### src/rtl/vga_pkg.sv
// Resolution constants, colour width and FSM encoding shared by the framebuffer writer.
package vga_pkg;
`ifdef VGA_640_480
   localparam int COLS = 640;
   localparam int ROWS = 480;
   localparam int n    = 10;
   localparam int AW   = 19;
`elsif VGA_320_240
   localparam int COLS = 320;
   localparam int ROWS = 240;
   localparam int n    = 9;
   localparam int AW   = 17;
`else
   localparam int COLS = 160;
   localparam int ROWS = 120;
   localparam int n    = 8;
   localparam int AW   = 15;
`endif
   localparam int CW = 3;

   typedef enum logic {
      ST_IDLE  = 1'b0,
      ST_CLEAR = 1'b1
   } state_t;
endpackage

### src/rtl/vga_pixel_fifo.sv
// Synchronous FIFO; dout shows the head combinationally. Full push is allowed only alongside a pop.
module vga_pixel_fifo #(
   parameter int DEPTH = 4,
   parameter int W     = 18
) (
   input  logic         clk,
   input  logic         reset,
   input  logic         push,
   input  logic         pop,
   input  logic [W-1:0] din,
   output logic [W-1:0] dout,
   output logic         full,
   output logic         empty
);
   localparam int PW = $clog2(DEPTH);
   localparam logic [PW:0] PTR_ONE = (PW+1)'(1);

   logic [W-1:0] r_mem [DEPTH];
   logic [PW:0]  r_wr;
   logic [PW:0]  r_rd;
   logic         w_push;
   logic         w_pop;

   assign empty  = (r_wr == r_rd);
   assign full   = (r_wr[PW] != r_rd[PW]) && (r_wr[PW-1:0] == r_rd[PW-1:0]);
   assign w_pop  = pop && !empty;
   assign w_push = push && (!full || w_pop);
   assign dout   = r_mem[r_rd[PW-1:0]];

   always_ff @(posedge clk) begin
      if (reset) begin
         r_wr <= '0;
         r_rd <= '0;
      end else begin
         if (w_push) r_wr <= r_wr + PTR_ONE;
         if (w_pop)  r_rd <= r_rd + PTR_ONE;
      end
   end

   always_ff @(posedge clk) begin
      if (w_push) r_mem[r_wr[PW-1:0]] <= din;
   end
endmodule

### src/rtl/vga_fb_writer.sv
// Turns the (x,y,colour,plot) stream into framebuffer writes with off-screen drop and hardware clear.
// Pixel to fb_we: two edges; fb_stall freezes the output register, FIFO fill then drops ready.
module vga_fb_writer
   import vga_pkg::*;
#(
   parameter int DEPTH = 4
) (
   input  logic          CLOCK_50,
   input  logic          reset,
   input  logic [n-1:0]  VGA_X,
   input  logic [n-2:0]  VGA_Y,
   input  logic [CW-1:0] VGA_COLOR,
   input  logic          plot,
   output logic          ready,
   input  logic          clear,
   input  logic [CW-1:0] clear_color,
   output logic          busy,
   output logic          dropped,
   output logic [AW-1:0] fb_addr,
   output logic [CW-1:0] fb_data,
   output logic          fb_we,
   input  logic          fb_stall
);
   localparam logic [n-1:0]  X_LIM   = n'(COLS);
   localparam logic [n-2:0]  Y_LIM   = (n-1)'(ROWS);
   localparam logic [AW-1:0] COLS_A  = AW'(COLS);
   localparam logic [AW-1:0] LAST_A  = AW'(COLS*ROWS-1);
   localparam logic [AW:0]   LAST_C  = (AW+1)'(COLS*ROWS-1);
   localparam logic [AW:0]   CNT_ONE = (AW+1)'(1);

   state_t          r_state;
   state_t          w_state_nxt;
   logic            r_we;
   logic [AW-1:0]   r_addr;
   logic [CW-1:0]   r_data;
   logic            r_drop;
   logic            r_clr_pend;
   logic [CW-1:0]   r_ccol;
   logic [AW:0]     r_cnt;

   logic            w_accept;
   logic            w_onscreen;
   logic            w_push;
   logic            w_pop;
   logic            w_out_free;
   logic            w_consume;
   logic            w_fill_start;
   logic            w_fill_load;
   logic            w_fill_end;
   logic [AW-1:0]   w_addr;
   logic [AW+CW-1:0] w_fifo_dout;
   logic            w_fifo_full;
   logic            w_fifo_empty;

   assign w_onscreen = (VGA_X < X_LIM) && (VGA_Y < Y_LIM);
   assign w_accept   = plot && ready;
   assign w_push     = w_accept && w_onscreen;
   assign w_addr     = AW'(VGA_Y) * COLS_A + AW'(VGA_X);
   assign w_consume  = r_we && !fb_stall;
   assign w_out_free = !r_we || !fb_stall;

   vga_pixel_fifo #(
      .DEPTH (DEPTH),
      .W     (AW+CW)
   ) u_fifo (
      .clk   (CLOCK_50),
      .reset (reset),
      .push  (w_push),
      .pop   (w_pop),
      .din   ({w_addr, VGA_COLOR}),
      .dout  (w_fifo_dout),
      .full  (w_fifo_full),
      .empty (w_fifo_empty)
   );

   always_ff @(posedge CLOCK_50) begin
      if (reset) r_state <= ST_IDLE;
      else       r_state <= w_state_nxt;
   end

   always_comb begin
      w_state_nxt = r_state;
      case (r_state)
         ST_IDLE:  if (w_fill_start) w_state_nxt = ST_CLEAR;
         ST_CLEAR: if (w_fill_end)   w_state_nxt = ST_IDLE;
         default:  w_state_nxt = ST_IDLE;
      endcase
   end

   always_comb begin
      w_pop        = 1'b0;
      w_fill_start = 1'b0;
      w_fill_load  = 1'b0;
      w_fill_end   = 1'b0;
      ready        = !w_fifo_full && (r_state == ST_IDLE) && !r_clr_pend;
      busy         = !w_fifo_empty || r_we || r_clr_pend || (r_state == ST_CLEAR);
      case (r_state)
         ST_IDLE: begin
            w_pop        = w_out_free && !w_fifo_empty;
            w_fill_start = w_out_free && w_fifo_empty && r_clr_pend;
         end
         ST_CLEAR: begin
            w_fill_load = w_out_free && (r_cnt <= LAST_C);
            w_fill_end  = w_consume && (r_addr == LAST_A);
         end
         default: ;
      endcase
   end

   // The fill loads address 0 on the entry edge so the clear starts without a bubble.
   always_ff @(posedge CLOCK_50) begin
      if (reset) begin
         r_we       <= 1'b0;
         r_addr     <= '0;
         r_data     <= '0;
         r_drop     <= 1'b0;
         r_clr_pend <= 1'b0;
         r_ccol     <= '0;
         r_cnt      <= '0;
      end else begin
         r_drop <= w_accept && !w_onscreen;
         if ((r_state == ST_IDLE) && !r_clr_pend && clear) begin
            r_clr_pend <= 1'b1;
            r_ccol     <= clear_color;
         end else if (w_fill_end) begin
            r_clr_pend <= 1'b0;
         end
         if (w_pop) begin
            r_we             <= 1'b1;
            {r_addr, r_data} <= w_fifo_dout;
         end else if (w_fill_start) begin
            r_we   <= 1'b1;
            r_addr <= '0;
            r_data <= r_ccol;
            r_cnt  <= CNT_ONE;
         end else if (w_fill_load) begin
            r_we   <= 1'b1;
            r_addr <= r_cnt[AW-1:0];
            r_cnt  <= r_cnt + CNT_ONE;
         end else if (w_consume) begin
            r_we <= 1'b0;
         end
      end
   end

   assign fb_we   = r_we;
   assign fb_addr = r_addr;
   assign fb_data = r_data;
   assign dropped = r_drop;
endmodule

### config.mk
export PLATFORM = sky130hd
export DESIGN_NAME = vga_fb_writer
export DESIGN_NICKNAME = d
export VERILOG_FILES = /design/src/rtl/vga_pkg.sv /design/src/rtl/vga_pixel_fifo.sv /design/src/rtl/vga_fb_writer.sv
export SDC_FILE = /design/constraint.sdc
export NUM_CORES = 1
export LEC_CHECK = 0
export CAP_MARGIN = 20
export CORE_MARGIN = 1.5
export CORE_UTILIZATION = 63
export CTS_CLUSTER_DIAMETER = 40
export DETAILED_ROUTE_END_ITERATION = 8
export DONT_BUFFER_PORTS = 1
export PLACE_DENSITY = 0.89
export SLEW_MARGIN = 20
export SYNTH_ARGS = -nofsm -noshare
export SYNTH_HDL_FRONTEND = slang
export SYNTH_SLANG_ARGS = --single-unit
### constraint.sdc
create_clock -name CLOCK_50 -period 2.95 [get_ports CLOCK_50]
set_input_delay 0.1475 -clock CLOCK_50 [delete_from_list [all_inputs] [get_ports CLOCK_50]]
set_output_delay 0.1475 -clock CLOCK_50 [all_outputs]
set_load 0.02 [all_outputs]
==> reports/results.md <==
| Group | Item | Reported |
|:---|:---|:---|
| timing | Final Setup Violations | 0 |
| floorplanning | Row cnt | 33 |
| cells and area | Layout-stage area growth over the synthesis result | 18.0% |
| grt | Wire length of the first global-routing pass | 19.4 mm |
| power and ir drop | Sw Ratio | 31.4% |
| cells and area | Post-route insts no fill | 568 |
| routing | DRC Markers | 0 |
| synth | Synth Area in Compound Gates | 12.3% |
| timing | Count of endpoints failing hold in the final timing report | 0 |
| floorplanning | Die Footprint | 9130 µm² |
| synth | Most frequently used flop master after synthesis | edfxtp_1 |
| floorplanning | Initial Utilization | 65.3% |
| min path | Path class of the lowest-slack min-delay path | primary input to flop |
| power and ir drop | Worst ir drop on vdd | 0.000585 V |
| grt | Total routing usage reported by global routing | 30.0% |
| timing | Final critical path time including I/O delays and setup | 2750 ps |
| synth | Portion of the post-synthesis area used by sequential elements | 58.2% |
| power and ir drop | Sequential cell fraction of total power | 40.3% |
| synth | Area share of and/or/nand/nor cells after synthesis | 10.6% |
| synth | Most numerous cell in the Yosys netlist | edfxtp_1 |
| setup path | Critical path class | flop to flop |
| clocking | Number of buffers created by CTS | 17 |
| synth | Number of distinct library cell variants in the gate-level netlist after synthesis | 53 |
| timing | Number of max-slew violations in the final report | 0 |
| synth | Share of Yosys cell area claimed by the top area cell type | 40.1% |
| synth | Library cell with the largest summed area after synthesis | edfxtp_1 |
| timing | Total negative slack | 0 ps |
| setup path | Cell depth of the worst flop-to-flop path | 6 |
| place | RePlAce Congestion | 0.879 |
| timing | Tightest Pin Transition | 871 ps |
| cells and area | Final nets | 497 |
| power and ir drop | Net switching power of the design | 1.84 mW |
| floorplanning | Number of I/O pins | 48 |
| setup path | WP data arrival | 3210 ps |
| synth | Adder-cell share of the synthesized area | 5.15% |
| floorplanning | Die Span X | 95.6 µm |
| setup path | Type of origin of the critical path | flop |
| synth | Xor/xnor cell area share of the yosys netlist | 2.92% |
| routing | Total wirelength of the detailed-routed design | 12.9 mm |
| clocking | TritonCTS clock tree | yes |
| routing | Routed length per placed instance | 22.7 µm |
| routing | Via count | 3,759 |
| synth | Dominant combinational cell family by area after synthesis | compound AO/OA/AOI/OAI gates |
| synth | Most frequent cells after synthesis | edfxtp_1 (72), dfxtp_1 (49), nor2_1 (41), nand2_1 (31), o21ai_0 (21) |
| min path | Hold Path Depth | 5 |
| timing | Normalized max-slew margin | 41.8% |
| synth | Synth top area cells | edfxtp_1 (40%), dfxtp_1 (18%), mux4_2 (7.5%), ha_1 (4.4%), nor2_1 (2.9%) |
| run status | Run status | finished clean |
| clocking | TritonCTS sink count | 121 |
| synth | Multiplexer share of the synthesized area | 8.25% |
| routing | Per-cell via count in the routed design | 6.62 |
| place | Placed wire-length estimate | 7.29 mm |
| routing | First-pass detailed-route iteration total | 5 |
| setup path | Data required time at the worst endpoint | 3410 ps |
| clocking | Maximum root-to-sink buffer count | 2 |
| grt | Pin count of the biggest net entering global routing | 41 |
| clocking | CTS clock-pin slew for the worst setup and hold paths | 60 ps |
| setup path | Worst Path Max Fanout | 24 |
| floorplanning | Die outline height | 95.6 µm |
| power and ir drop | Cell area power density | 921 nW/µm² |
| timing | Clock tree skew after final layout | 5.38 ps |
| routing | Iteration-0 DRC Markers | 278 |
| synth | YS warnings | 0 |
| synth | Mean cell area of the mapped netlist | 12.8 µm² |
| cells and area | Proportion of layout cells with a drive suffix above 1 | 13.8% |
| synth | Post-synth ARST share | 0% |
| cells and area | Number of filler instances in the final layout | 469 |
| clocking | Worst-Skew Late Latency | 520 ps |
| synth | Cell count after synthesis | 423 |
| setup path | Critical path's largest stage delay | 560 ps |
| grt | Antenna violations before repair | 0 |
| synth | Syn nets | 470 |
| setup path | Master of the slowest instance on the critical path | dlygate4sd3_1 |
| setup path | Type of element capturing the critical path | flop |
| place | # placed instances | 516 |
| power and ir drop | Power share of the combinational group | 21.0% |
| power and ir drop | Part of the power in the clock network | 38.7% |
| timing | Fraction of the cycle the final worst path needs | 93.2% |
| synth | Flop and latch count out of synthesis | 121 |
| power and ir drop | Pleak | 2.16 nW |
| job | Number of maximum-capacitance constraint violations | 0 |
| clocking | Number of H-tree levels | 4 |
| clocking | Buffers inserted by post-CTS timing repair | 0 |
| routing | Count of antenna-violating nets left after detailed routing | 0 |
| synth | EDFF count, synth | 72 |
| power and ir drop | Internal power consumption | 4.02 mW |
| setup path | Crit-path cells | xor2_1, nor3_4, a31oi_4, o21ai_0, a21oi_1, dlygate4sd3_1 |
| synth | Post-Synthesis Cell Area | 5400 µm² |
| grt | Grt ovf | 0 |
| timing | Setup repair after global routing missed its margin | no |
| place | Input/output buffers | 0 |
| clocking | Cell at the root of the clock tree | clkbuf_8 |
| cells and area | Number of inserted diodes | 0 |
| timing | Highest clock rate | 0.364 GHz |
| grt | Vias in the first global route | 3,686 |
| floorplanning | Core area | 8260 µm² |
[path summary, 6_finish.rpt]
kind                                     start         to  slack, ps
worst max register to register  u_fifo.r_wr[2]   r_cnt[8]        200
worst max-delay path            u_fifo.r_wr[2]   r_cnt[8]        200
worst min register to register       r_cnt[15]  r_cnt[15]        500
worst min-delay path                  fb_stall    r_state         30
[cells by family after synthesis]
group	Yosys count
xor+xnor	18
flops	121
buf+inv	30
mux	22
fa+ha+maj	21
compound gates	94
simple gates	117
[repair_timing]
action	4_1_cts	5_1_grt
gates resized for setup	0	1
hold endpoints to repair	89	1
hold buffers	19	1
setup endpoints to repair	0	1
[worst max-delay path: cells and delay by family (launching register included)]
| family | cells | cell delay (ps) |
|---|---|---|
| buffers and inverters | 1 | 560 |
| DFF | 1 | 460 |
| xor gates and xnor gates | 1 | 530 |
| and+or+nand+nor | 1 | 210 |
| AOI/OAI and AO/OA | 3 | 910 |
[flip-flops by register name (all words and copies together), names as in the netlist, named ones only]
| register | flops |
|---|---|
| fb_we | 1 |
| dropped | 1 |
| fb_addr | 15 |
| u_fifo.r_rd | 3 |
| r_cnt | 16 |
| fb_data | 3 |
| r_state | 1 |
| u_fifo.r_wr | 3 |
| r_clr_pend | 1 |
| r_ccol | 3 |
| u_fifo.r_mem | 72 |
[metal layers]
layer / vias to the layer above / share of wire, % / GRT usage [%]
met1: 1854 / 38 / 36.0
met3: 30 / 7.6 / 8.13
met5: - / 0 / 0
met4: 0 / 2.7 / 12.5
met2: 209 / 51 / 50.9
li1: 1666 / - / -
[layout by cell type, fill, tap and decap left out, types with 9 or more instances in the layout]
cell type,count
dlygate4sd3_1,19
mux4_2,18
ha_1,19
o21ai_0,21
inv_1,10
nor2_1,41
a21oi_1,16
a211oi_1,17
xnor2_1,11
dfxtp_1,49
a22oi_1,9
clkbuf_16,16
nand2_1,31
edfxtp_1,72
[per-stage QoR]
step	area (µm²)	utilization, %	hold WS, ps	setup slack [ps]	power (mW)
after global placement	5500	66.7	223	692	3.45
after global routing	6370	77.1	65.0	81.0	6.07
final	6370	77.1	33.4	199	5.87
after floorplan	5400	-	246	517	3.25
after detailed placement	5500	66.7	225	559	3.51
after CTS	6350	76.9	22.0	304	5.81
[power by group through the flow]
| stage | sequential [mW] | combinational, mW | clock (mW) |
|---|---|---|---|
| 2_1_floorplan | 2.32 | 0.929 | 0 |
| 3_3_place_gp | 2.37 | 1.08 | 0 |
| 3_5_place_dp | 2.39 | 1.12 | 0 |
| 4_1_cts | 2.36 | 1.19 | 2.27 |
| 5_1_grt | 2.39 | 1.33 | 2.35 |
| 6_report | 2.36 | 1.23 | 2.27 |
[layout make-up]
class                   count  area, µm²  area share (%)
clock inverters            13        225            3.54
multi-input cells         272       2130            33.4
repair buffers             28        283            4.44
inverters                  10       37.5           0.589
clock buffers              19        422            6.62
well taps                 105        131            2.06
flip-flops and latches    121       3140            49.4
(Power assumes the default switching activity.)
